$ cat src/rtl/sig_event_monitor.sv
// sig_event_monitor
//   Watches one single-bit waveform and produces registered equivalents of
//   $past/$rose/$fell/$stable/$changed. It also checks two rules:
//   - hold: after a rising sample, sig must stay high for HOLD_HIGH samples;
//     after a falling sample, sig must stay low for HOLD_LOW samples.
//   - toggle (optional): sig must change on every sample.
//   Violations raise one-cycle error pulses, and completed holds raise
//   one-cycle cover pulses.
//
// Ports
//   clk            sampling clock, rising edge
//   rst            asynchronous reset, active-high
//   en             check enable; the sample history updates regardless
//   sig            monitored signal
//   past_valid     high once a sample has been taken since reset
//   past_sig       sig as sampled at the previous edge
//   rose/fell      combinational edge detect against past_sig
//   changed/stable combinational change / no-change (both 0 before past_valid)
//   err_rose_hold  pulse: high hold broken
//   err_fell_hold  pulse: low hold broken
//   err_toggle     pulse: stable sample while TOGGLE_CHK=1
//   err_sticky     OR of every error pulse since reset
//   cov_hold_hi    pulse: rise followed by HOLD_HIGH ones
//   cov_hold_lo    pulse: fall followed by HOLD_LOW zeros
//   rose_cnt       enabled rising edges, saturating
//   fell_cnt       enabled falling edges, saturating
module sig_event_monitor #(
    parameter int HOLD_HIGH  = 4,
    parameter int HOLD_LOW   = 4,
    parameter bit TOGGLE_CHK = 1'b0,
    parameter int CNT_W      = 8
) (
    input  logic             clk,
    input  logic             rst,
    input  logic             en,
    input  logic             sig,
    output logic             past_valid,
    output logic             past_sig,
    output logic             rose,
    output logic             fell,
    output logic             changed,
    output logic             stable,
    output logic             err_rose_hold,
    output logic             err_fell_hold,
    output logic             err_toggle,
    output logic             err_sticky,
    output logic             cov_hold_hi,
    output logic             cov_hold_lo,
    output logic [CNT_W-1:0] rose_cnt,
    output logic [CNT_W-1:0] fell_cnt
);

    typedef enum logic [1:0] {IDLE, HOLD_HI, HOLD_LO} state_t;

    state_t     state, state_nxt;
    logic [7:0] hcnt, hcnt_nxt;
    logic       err_rh_nxt, err_fh_nxt, err_tg_nxt, cov_hi_nxt, cov_lo_nxt;

    function automatic logic [CNT_W-1:0] sat_inc(input logic [CNT_W-1:0] v);
        return (&v) ? v : v + CNT_W'(1);
    endfunction

    assign rose    = past_valid & sig & ~past_sig;
    assign fell    = past_valid & ~sig & past_sig;
    assign changed = rose | fell;
    assign stable  = past_valid & ~changed;

    // State register, sample history, registered pulses and counters
    always_ff @(posedge clk or posedge rst) begin
        if (rst) begin
            past_valid    <= 1'b0;
            past_sig      <= 1'b0;
            state         <= IDLE;
            hcnt          <= '0;
            err_rose_hold <= 1'b0;
            err_fell_hold <= 1'b0;
            err_toggle    <= 1'b0;
            err_sticky    <= 1'b0;
            cov_hold_hi   <= 1'b0;
            cov_hold_lo   <= 1'b0;
            rose_cnt      <= '0;
            fell_cnt      <= '0;
        end else begin
            past_valid    <= 1'b1;
            past_sig      <= sig;
            state         <= state_nxt;
            hcnt          <= hcnt_nxt;
            err_rose_hold <= err_rh_nxt;
            err_fell_hold <= err_fh_nxt;
            err_toggle    <= err_tg_nxt;
            err_sticky    <= err_sticky | err_rh_nxt | err_fh_nxt | err_tg_nxt;
            cov_hold_hi   <= cov_hi_nxt;
            cov_hold_lo   <= cov_lo_nxt;
            if (en && rose) rose_cnt <= sat_inc(rose_cnt);
            if (en && fell) fell_cnt <= sat_inc(fell_cnt);
        end
    end

    // Next-state logic. A broken hold is itself the opposite edge, so it
    // re-arms the opposite hold directly instead of passing through IDLE.
    always_comb begin
        state_nxt = state;
        hcnt_nxt  = hcnt;
        if (!en) begin
            state_nxt = IDLE;
            hcnt_nxt  = '0;
        end else begin
            case (state)
                IDLE: begin
                    if (rose) begin
                        state_nxt = HOLD_HI;
                        hcnt_nxt  = 8'(HOLD_HIGH);
                    end else if (fell) begin
                        state_nxt = HOLD_LO;
                        hcnt_nxt  = 8'(HOLD_LOW);
                    end
                end
                HOLD_HI: begin
                    if (!sig) begin
                        state_nxt = HOLD_LO;
                        hcnt_nxt  = 8'(HOLD_LOW);
                    end else if (hcnt == 8'd1) begin
                        state_nxt = IDLE;
                        hcnt_nxt  = '0;
                    end else begin
                        hcnt_nxt  = hcnt - 8'd1;
                    end
                end
                HOLD_LO: begin
                    if (sig) begin
                        state_nxt = HOLD_HI;
                        hcnt_nxt  = 8'(HOLD_HIGH);
                    end else if (hcnt == 8'd1) begin
                        state_nxt = IDLE;
                        hcnt_nxt  = '0;
                    end else begin
                        hcnt_nxt  = hcnt - 8'd1;
                    end
                end
                default: begin
                    state_nxt = IDLE;
                    hcnt_nxt  = '0;
                end
            endcase
        end
    end

    // Pulse decode; these become visible one cycle after the deciding sample
    always_comb begin
        err_rh_nxt = en && (state == HOLD_HI) && !sig;
        err_fh_nxt = en && (state == HOLD_LO) && sig;
        cov_hi_nxt = en && (state == HOLD_HI) && sig && (hcnt == 8'd1);
        cov_lo_nxt = en && (state == HOLD_LO) && !sig && (hcnt == 8'd1);
        err_tg_nxt = TOGGLE_CHK && en && stable;
    end

endmodule
$ cat config.mk
export PLATFORM = sky130hd
export DESIGN_NAME = sig_event_monitor
export DESIGN_NICKNAME = d
export VERILOG_FILES = /design/src/rtl/sig_event_monitor.sv
export SDC_FILE = /design/constraint.sdc
export NUM_CORES = 1
export LEC_CHECK = 0
export CORE_AREA = 2 2 64 66
export CTS_BUF_LIST = sky130_fd_sc_hd__clkbuf_4
export CTS_CLUSTER_SIZE = 40
export DETAILED_ROUTE_END_ITERATION = 8
export DIE_AREA = 0 0 66 68
export HOLD_SLACK_MARGIN = 0.1
export PLACE_DENSITY = 0.7
export SLEW_MARGIN = 20
export SYNTH_ARGS = -nofsm -noshare
export SYNTH_HDL_FRONTEND = slang
export SYNTH_SLANG_ARGS = --single-unit
export TNS_END_PERCENT = 20
$ cat constraint.sdc
create_clock -name clk -period 2.41 [get_ports clk]
set_clock_uncertainty 0.2 [all_clocks]
set_input_delay 0.3615 -clock clk [delete_from_list [all_inputs] [get_ports clk]]
set_output_delay 0.3615 -clock clk [all_outputs]
set_load 0.05 [all_outputs]
==> results_dict.tcl <==
set metrics [dict create \
    cts.sinks 33 \
    grt_pass1_wl_um 6140 \
    synth_top_area_cell "dfrtp_1" \
    synth_fp_nets 168 \
    synth_most_common_cell "dfrtp_1" \
    grtUsageTotal 0.185 \
    antenna_found_initial 0 \
    postRouteAntennaNets 0 \
    num_vias 1327 \
    hp-class "in2async" \
    worst_slew_margin_rel 0.660 \
    netlist_instances 160 \
    die_area_mm2 0.00449 \
    grt_max_degree 34 \
    drv_slew 0 \
    worst_pin_slew_ns 0.508 \
    crit_path_max_fanout 10 \
    drt_iter0_markers 72 \
    clk_latency_ns 0.34 \
    core-area_mm2 0.00386 \
    start_util 0.433 \
    synth_seq_cells 33 \
    fmaxAchievable_ghz 0.435 \
    dr.pass1.iters 4 \
    cts-root-buf "clkbuf_4" \
    ys.warnings.count 0 \
    cts_tree "yes" \
    fin_nets 207 \
    clockBufferDepth 2 \
    die_x_um 66 \
    yosysSeqAreaShare 0.494 \
    overflow 0 \
    syn2layout_area_growth_pct 31.1 \
    tns_ns 0 \
    timing.final.ws_setup_ns 0.114 \
    synth-edff-count 0 \
    synth_cell_type_count 44 \
    ir_worst_vdd_v 0.000632 \
    cp-end-kind "output port" \
    netlist_top_cells_area "dfrtp_1 (49%), xor2_1 (4.7%), xnor2_1 (4.2%)" \
    num_antenna_cells 0 \
    vias_per_cell 5.31 \
    hpwl_um 2560 \
    power.density_mw_per_mm2 852 \
    fin_area_mm2 0.00219 \
    finalSetupViolations 0 \
    pre_cts_slack_ns 0.117 \
    cap_violations 0 \
    avgSynthCellArea_um2 10.4 \
    cp-start-kind "input port" \
    status "completed" \
    wire_per_inst_um 13.8 \
    ctsResizeCount 0 \
    synth_top_cell_area_share 0.494 \
    ys_async_sr_fraction 1.00 \
    drc 0 \
    required_ns 1.85 \
    cts_hold_buf 0 \
    drive_above_1_share 0.130 \
    gp_congestion 0.779 \
    finalHoldViolations 0 \
    numPortBuffers 30 \
    worstSetupPathType "in2out" \
    crit_arrival_ns 1.73 \
    placementRows 23 \
    fin_crit_sh 0.953 \
    synth_area_mm2 0.00167 \
    period_minus_slack_ns 2.30 \
    yosys-top-cells-count "dfrtp_1 (33), nand2_1 (15), xor2_1 (9)" \
    grt_pass1_vias 1365 \
    yosys_most_used_dff "dfrtp_1" \
    num_io_pins 32 \
    cts_htree_levels 2 \
    utilization 0.568 \
    total_leakage_power_nw 1.00 \
    clk_pin_slew_ns 0.11 \
    drt_wl_total_um 3460 \
    place_area_mm2 0.00211 \
    die-height_um 68 \
    rsz0062_at_grt "no" \
    cts_made_buffers 5 \
    post_cts_buffers 0 \
]
-- cell type report --
| type | instances | area [µm²] |
|---|---|---|
| inverters | 4 | 15.0 |
| fillers | 338 | 1670 |
| clock buffers | 5 | 37.5 |
| clock inverters | 3 | 46.3 |
| flip-flops and latches | 33 | 826 |
| well taps | 50 | 62.6 |
| multi-input cells | 117 | 802 |
| repair buffers | 38 | 400 |
-- cell usage in the layout (no fill, tap or decap), types with 5 or more instances in the layout --
cell,n
buf_4,8
clkbuf_4,5
clkdlybuf4s50_1,26
dfrtp_1,33
nand2_1,15
nand4_1,5
nor2_1,7
nor3_1,7
xnor2_1,8
xor2_1,9
-- state kept, by name, indices dropped and copies added, names as in the netlist, 2 cells and up --
| name | cells |
|---|---|
| state | 2 |
| fell_cnt | 8 |
| hcnt | 8 |
| rose_cnt | 8 |
-- stage by stage --
stage / std cells / hold slack (ns) / power (mW)
after floorplan: 160 / 0.193 / 1.22
after global placement: 242 / 0.259 / 1.44
after detailed placement: 242 / 0.262 / 1.46
after CTS: 250 / 0.212 / 1.88
after global routing: 250 / 0.241 / 1.98
final: 250 / 0.202 / 1.87
-- critical path, cell delays in order --
cell	delay [ns]
clkdlybuf4s50_1	0.65
xor2_1	0.21
and2_1	0.23
buf_4	0.15
buf_12	0.12
-- worst paths after layout --
kind / startpoint / to / slack, ns / cells after the start
setup / recovery: sig / changed / 0.11 / 5
hold / removal: rst / rose_cnt[1] / 0.20 / 3
setup reg to reg: hcnt[1] / state[0] / 0.35 / 6
hold reg to reg: err_sticky / err_sticky / 0.29 / 1
max in group asynchronous: rst / hcnt[3] / 1.49 / 3
min in group clk: err_sticky / err_sticky / 0.29 / 1
-- cells by family (layout without fill, tap and decap cells) --
group | Yosys count | count (layout) | share of synthesized area
buffers and inverters | 10 | 50 | 0.0270
adder cells (fa/ha/maj) | 4 | 4 | 0.0300
AND/OR/NAND/NOR | 68 | 68 | 0.231
other | 2 | 2 | 0.00450
XOR/XNOR | 17 | 17 | 0.0891
flip-flops | 33 | 33 | 0.494
AO/OA/AOI/OAI | 24 | 24 | 0.110
multiplexers | 2 | 2 | 0.0135
-- power by group --
group          total (mW)  internal (mW)  switching [mW]
clock network       0.419          0.219           0.200
logic               0.687          0.262           0.426
registers           0.760          0.635           0.125
total                1.87           1.12           0.750
-- routing by layer --
| layer | track usage | up-vias | share of wire |
|---|---|---|---|
| li1 | - | 642 | - |
| met1 | 0.218 | 655 | 0.47 |
| met2 | 0.312 | 25 | 0.48 |
| met3 | 0.0691 | 5 | 0.040 |
| met4 | 0.0638 | 0 | 0.012 |
| met5 | 0 | - | 0 |
Note: power is estimated with default switching activity, not from simulation.
